===== src/rtl/uart_tx_core_if.sv =====
// uart_tx_core_if: byte handshake between an upstream producer and the UART serialiser
interface uart_tx_core_if #(parameter int DATA_BITS = 8);
  logic [DATA_BITS-1:0] tx_data;
  logic                 tx_valid;
  logic                 tx_ready;
  modport master (output tx_data, tx_valid, input tx_ready);
  modport slave (input tx_data, tx_valid, output tx_ready);
endinterface


===== src/rtl/uart_tx_core.sv =====
// uart_tx_core: UART frame serialiser stepping one bit per timer tick
module uart_tx_core #(
  parameter int DATA_BITS  = 8,
  parameter int PARITY_EN  = 0,
  parameter int PARITY_ODD = 0,
  parameter int STOP_BITS  = 1
) (
  input  logic               clk,
  input  logic               async_nreset,
  uart_tx_core_if.slave      bus,
  input  logic               tick,
  output logic               timer_enable,
  output logic               timer_clear,
  output logic               tx,
  output logic               busy,
  output logic               tx_done
);
  localparam int CW = $clog2(DATA_BITS + 1);
  typedef enum logic [2:0] {IDLE, START, DATA, PARITY, STOP} state_t;
  state_t               r_state, w_state;
  logic [DATA_BITS-1:0] r_shift, w_shift;
  logic [CW-1:0]        r_bit_cnt, w_bit_cnt, r_stop_cnt, w_stop_cnt;
  logic                 r_par, w_par, r_tx, w_tx, r_done, w_done, w_accept;
  assign bus.tx_ready = r_state == IDLE;
  assign w_accept     = bus.tx_valid && bus.tx_ready;
  assign timer_enable = r_state != IDLE;
  assign timer_clear  = r_state == IDLE;
  assign busy         = r_state != IDLE;
  assign tx           = r_tx;
  assign tx_done      = r_done;
  always_ff @(posedge clk or negedge async_nreset)
    if (!async_nreset) begin
      r_state    <= IDLE;
      r_shift    <= '0;
      r_bit_cnt  <= '0;
      r_stop_cnt <= '0;
      r_par      <= 1'b0;
      r_tx       <= 1'b1;
      r_done     <= 1'b0;
    end else begin
      r_state    <= w_state;
      r_shift    <= w_shift;
      r_bit_cnt  <= w_bit_cnt;
      r_stop_cnt <= w_stop_cnt;
      r_par      <= w_par;
      r_tx       <= w_tx;
      r_done     <= w_done;
    end
  // tx is computed one state ahead so the line changes on the same edge as the state
  always_comb begin
    w_state    = r_state;
    w_shift    = r_shift;
    w_bit_cnt  = r_bit_cnt;
    w_stop_cnt = r_stop_cnt;
    w_par      = r_par;
    w_tx       = r_tx;
    w_done     = 1'b0;
    case (r_state)
      IDLE: begin
        w_tx = !w_accept;
        if (w_accept) begin
          w_state    = START;
          w_shift    = bus.tx_data;
          w_par      = ^bus.tx_data ^ 1'(PARITY_ODD);
          w_bit_cnt  = '0;
          w_stop_cnt = '0;
        end
      end
      START: if (tick) begin
        w_state = DATA;
        w_tx    = r_shift[0];
      end
      DATA: if (tick) begin
        w_shift   = r_shift >> 1;
        w_bit_cnt = r_bit_cnt + CW'(1);
        if (r_bit_cnt == CW'(DATA_BITS - 1)) begin
          w_state = PARITY_EN != 0 ? PARITY : STOP;
          w_tx    = PARITY_EN != 0 ? r_par : 1'b1;
        end else w_tx = r_shift[1];
      end
      PARITY: if (tick) begin
        w_state = STOP;
        w_tx    = 1'b1;
      end
      STOP: if (tick) begin
        w_stop_cnt = r_stop_cnt + CW'(1);
        if (r_stop_cnt == CW'(STOP_BITS - 1)) begin
          w_state = IDLE;
          w_done  = 1'b1;
        end
      end
      default: w_state = IDLE;
    endcase
  end
endmodule


===== src/flat_wrapper.sv =====
// flat-port wrapper written by rule: the top's interface ports become plain ports
module uart_tx_core_flat 
#(
  parameter int DATA_BITS  = 8,
  parameter int PARITY_EN  = 0,
  parameter int PARITY_ODD = 0,
  parameter int STOP_BITS  = 1
)
  (clk, async_nreset, tick, timer_enable, timer_clear, tx, busy, tx_done, bus_tx_data, bus_tx_valid, bus_tx_ready);
  uart_tx_core_if #(.DATA_BITS(DATA_BITS)) bus_i ();
  input  logic clk;
  input  logic async_nreset;
  input  logic tick;
  output logic timer_enable;
  output logic timer_clear;
  output logic tx;
  output logic busy;
  output logic tx_done;
  input wire logic [$bits(bus_i.tx_data)-1:0] bus_tx_data;
  input wire logic [$bits(bus_i.tx_valid)-1:0] bus_tx_valid;
  output wire logic [$bits(bus_i.tx_ready)-1:0] bus_tx_ready;
  assign bus_i.tx_data = bus_tx_data;
  assign bus_i.tx_valid = bus_tx_valid;
  assign bus_tx_ready = bus_i.tx_ready;
  uart_tx_core #(.DATA_BITS(DATA_BITS), .PARITY_EN(PARITY_EN), .PARITY_ODD(PARITY_ODD), .STOP_BITS(STOP_BITS)) u_core (.clk(clk), .async_nreset(async_nreset), .bus(bus_i), .tick(tick), .timer_enable(timer_enable), .timer_clear(timer_clear), .tx(tx), .busy(busy), .tx_done(tx_done));
endmodule

===== config.mk =====
export PLATFORM = sky130hd
export DESIGN_NAME = uart_tx_core_flat
export DESIGN_NICKNAME = d
export VERILOG_FILES = /design/src/rtl/uart_tx_core_if.sv /design/src/rtl/uart_tx_core.sv /design/src/flat_wrapper.sv
export SDC_FILE = /design/constraint.sdc
export NUM_CORES = 1
export LEC_CHECK = 0
export ABC_AREA = 1
export CORE_UTILIZATION = 57
export CTS_CLUSTER_SIZE = 40
export DETAILED_ROUTE_END_ITERATION = 7
export PLACE_DENSITY = 0.83
export REMOVE_ABC_BUFFERS = 1
export SYNTH_ARGS = -nofsm -noshare
export SYNTH_HDL_FRONTEND = slang
export SYNTH_SLANG_ARGS = --single-unit

===== constraint.sdc =====
create_clock -name clk -period 2.7 [get_ports clk]
set_input_delay 0.405 -clock clk [delete_from_list [all_inputs] [get_ports clk]]
set_output_delay 0.405 -clock clk [all_outputs]
set_load 0.01 [all_outputs]

==> results_dict.tcl <==
set metrics [dict create \
    status "completed" \
    synth_ff_type "dfrtp_1" \
    synthAdderAreaFrac 0.0304 \
    first_pass_iters 4 \
    antenna_found_initial 0 \
    synth_top_family_by_area "simple AND/OR/NAND/NOR gates" \
    placed_cells 188 \
    netlist_instances 148 \
    drt_wl_total_um 2380 \
    grt_max_degree 22 \
    final_util 0.707 \
    finalNonFillerCells 192 \
    syn_avg_cell_area_um2 8.34 \
    synth_area_leader_cell "dfrtp_1" \
    cap_viol_max_count 0 \
    post-route-period-util 0.830 \
    ir_drop_mv 0.663 \
    syn_area_um2 1230 \
    synth_xor_area_frac 0.0142 \
    netlist-cell-type-count 25 \
    die_h_um 48.5 \
    max_slew_margin 0.640 \
    cts-root-buf "clkbuf_4" \
    die_area_um2 2360 \
    crit_path_top_delay_cell "clkdlybuf4s50_1" \
    timing.rr.end "u_core.r_stop_cnt[3]$_DFFE_PN0P_" \
    drive_above_1_share 0.127 \
    cts_setup_buffers 0 \
    synthMuxAreaShare 0 \
    crit_path_end "bus_tx_ready" \
    first_global_vias 925 \
    cp_max_fo 5 \
    ant_nets 0 \
    clockBufferDepth 2 \
    async_flop_share 1.00 \
    reg2reg_from "u_core.r_state[1]$_DFFE_PN0P_" \
    synth_edf_count 0 \
    path_cells "nor2_4 -> nand2_1 -> inv_1 -> clkdlybuf4s50_1" \
    yosysTopAreaCellShare 0.405 \
    io_buffers 17 \
    cts_resized 0 \
    cp_data_required_time_ps 2300 \
    drt_iter0_markers 23 \
    worstPathArrival_ps 1840 \
    hpwl_um 1800 \
    finalSetupTns_ps 0 \
    core_area_um2 2000 \
    grt_pass1_wl_um 4110 \
    insertion_delay_ps 300 \
    report.final.slew_viol_count 0 \
    worstMarginPinSlew_ps 538 \
    reg2reg_depth 4 \
    synth_common_cells "nand2_1, dfrtp_1, inv_1" \
    hold_viol 0 \
    rows 16 \
    timing.fmax_mhz 446 \
    hold_buffers 0 \
    design_power_total_w 0.00144 \
    powerDensity_nw_per_um2 1020 \
    crit_path_end_kind "output pin" \
    slowest_delay_ps 540 \
    hold_path.class "in -> async" \
    rsz0062_at_grt "false" \
    critPathLaunchType "flip-flop" \
    synthToLayoutAreaGrowth_pct 14.6 \
    synth-warning-count 0 \
    vias 991 \
    drc 0 \
    wire_per_inst_um 12.4 \
    crit_path_start "u_core.r_state[0]$_DFFE_PN0P_" \
    yosysSeqAreaShare 0.427 \
    clkTransAtPathRegs_ps 120 \
    nets 181 \
    h-tree-depth 1 \
    synth_most_common_cell "nand2_1" \
    track_usage 0.231 \
    via_per_inst 5.16 \
    worst_slack_ps 459 \
    clkSinkCount 21 \
    synth.area.top_cells "dfrtp_1, nand2_1, inv_1" \
    start_util 0.617 \
    cts_buffers 3 \
    skew_ps 4.94 \
    ys_seq_elements 21 \
    ios 18 \
    synth_simple_gate_area_share 0.287 \
    leakage_nw 0.697 \
    final-setup-viol-count 0 \
    synth_compound_area_frac 0.133 \
    insertedDiodeCount 0 \
    r2r_setup_slack_ps 1190 \
    grt-ovfl-total 0 \
    cts_tree "yes" \
    dp_slack_ps 799 \
    die_x_um 48.5 \
    fin_crit_ps 2240 \
    path_class "reg -> out" \
    gp_congestion 0.819 \
]
==> per-stage QoR <==
step | hold slack (ps) | cell area [um^2]
global placement | 488 | 1390
detailed placement | 505 | 1390
CTS | 426 | 1420
floorplan | 109 | 1180
finish | 425 | 1420
global route | 469 | 1420
==> per-layer routing <==
metal,share of wire,global-route usage
met1,0.45,0.276
met3,0.035,0.0440
met2,0.50,0.413
met5,0,0
met4,0.016,0.0833
==> state kept, by name, indices dropped and copies added (netlist names) <==
name and cells:
u_core.r_shift 8, u_core.r_stop_cnt 4, u_core.r_state 3, u_core.tx 1, u_core.r_bit_cnt 4, u_core.tx_done 1
==> cells in the final DEF (no fill, tap or decap), drive strengths merged <==
master / count
xor2: 2
clkdlybuf4s50: 17
dfstp: 1
o31ai: 1
nand2: 44
nand3: 10
ha: 3
nor3b: 1
dfrtp: 20
o21ai: 21
nand4: 2
inv: 20
nor3: 1
nor2: 13
o22ai: 1
o211ai: 2
nand3b: 1
clkbuf: 4
buf: 1
==> cell type report <==
class | count | area (um^2)
inverter | 20 | 77.6
timing repair buffer | 18 | 178
sequential | 21 | 527
clock buffer | 4 | 26.3
multi-input combinational | 102 | 573
tap | 27 | 33.8
fill | 169 | 587
==> kinds of logic (layout without fill, tap and decap cells) <==
| logic type | after synthesis | in the layout |
|---|---|---|
| AND/OR/NAND/NOR | 72 | 72 |
| XOR/XNOR | 2 | 2 |
| flip-flops | 21 | 21 |
| AO/OA/AOI/OAI | 25 | 25 |
| adder cells (fa/ha/maj) | 3 | 3 |
| buffers and inverters | 25 | 42 |
==> where the power goes <==
group          internal [W]  switching (W)  total [W]
registers          0.000424      0.0000852   0.000510
clock network     0.0000576      0.0000980   0.000156
logic              0.000302       0.000477   0.000779
==> worst max-delay path: cells and delay by family (launching register included) <==
kind | cells | cell delay [ps]
buf+inv | 2 | 660
flops | 1 | 470
simple gates | 2 | 390
==> worst min path at each step <==
stage / start / end / slack, ps / depth (start not counted)
2_1_floorplan: async_nreset / u_core.r_bit_cnt[0]$_DFFE_PN0P_ / 110 / 0
3_3_place_gp: u_core.r_bit_cnt[1]$_DFFE_PN0P_ / u_core.r_bit_cnt[1]$_DFFE_PN0P_ / 490 / 2
3_5_place_dp: u_core.r_bit_cnt[1]$_DFFE_PN0P_ / u_core.r_bit_cnt[1]$_DFFE_PN0P_ / 510 / 2
4_1_cts: async_nreset / u_core.tx_done$_DFF_PN0_ / 430 / 2
5_1_grt: async_nreset / u_core.r_shift[3]$_DFFE_PN0P_ / 470 / 2
6_report: async_nreset / u_core.r_shift[3]$_DFFE_PN0P_ / 430 / 2
Power figures use the tool's default switching activity.
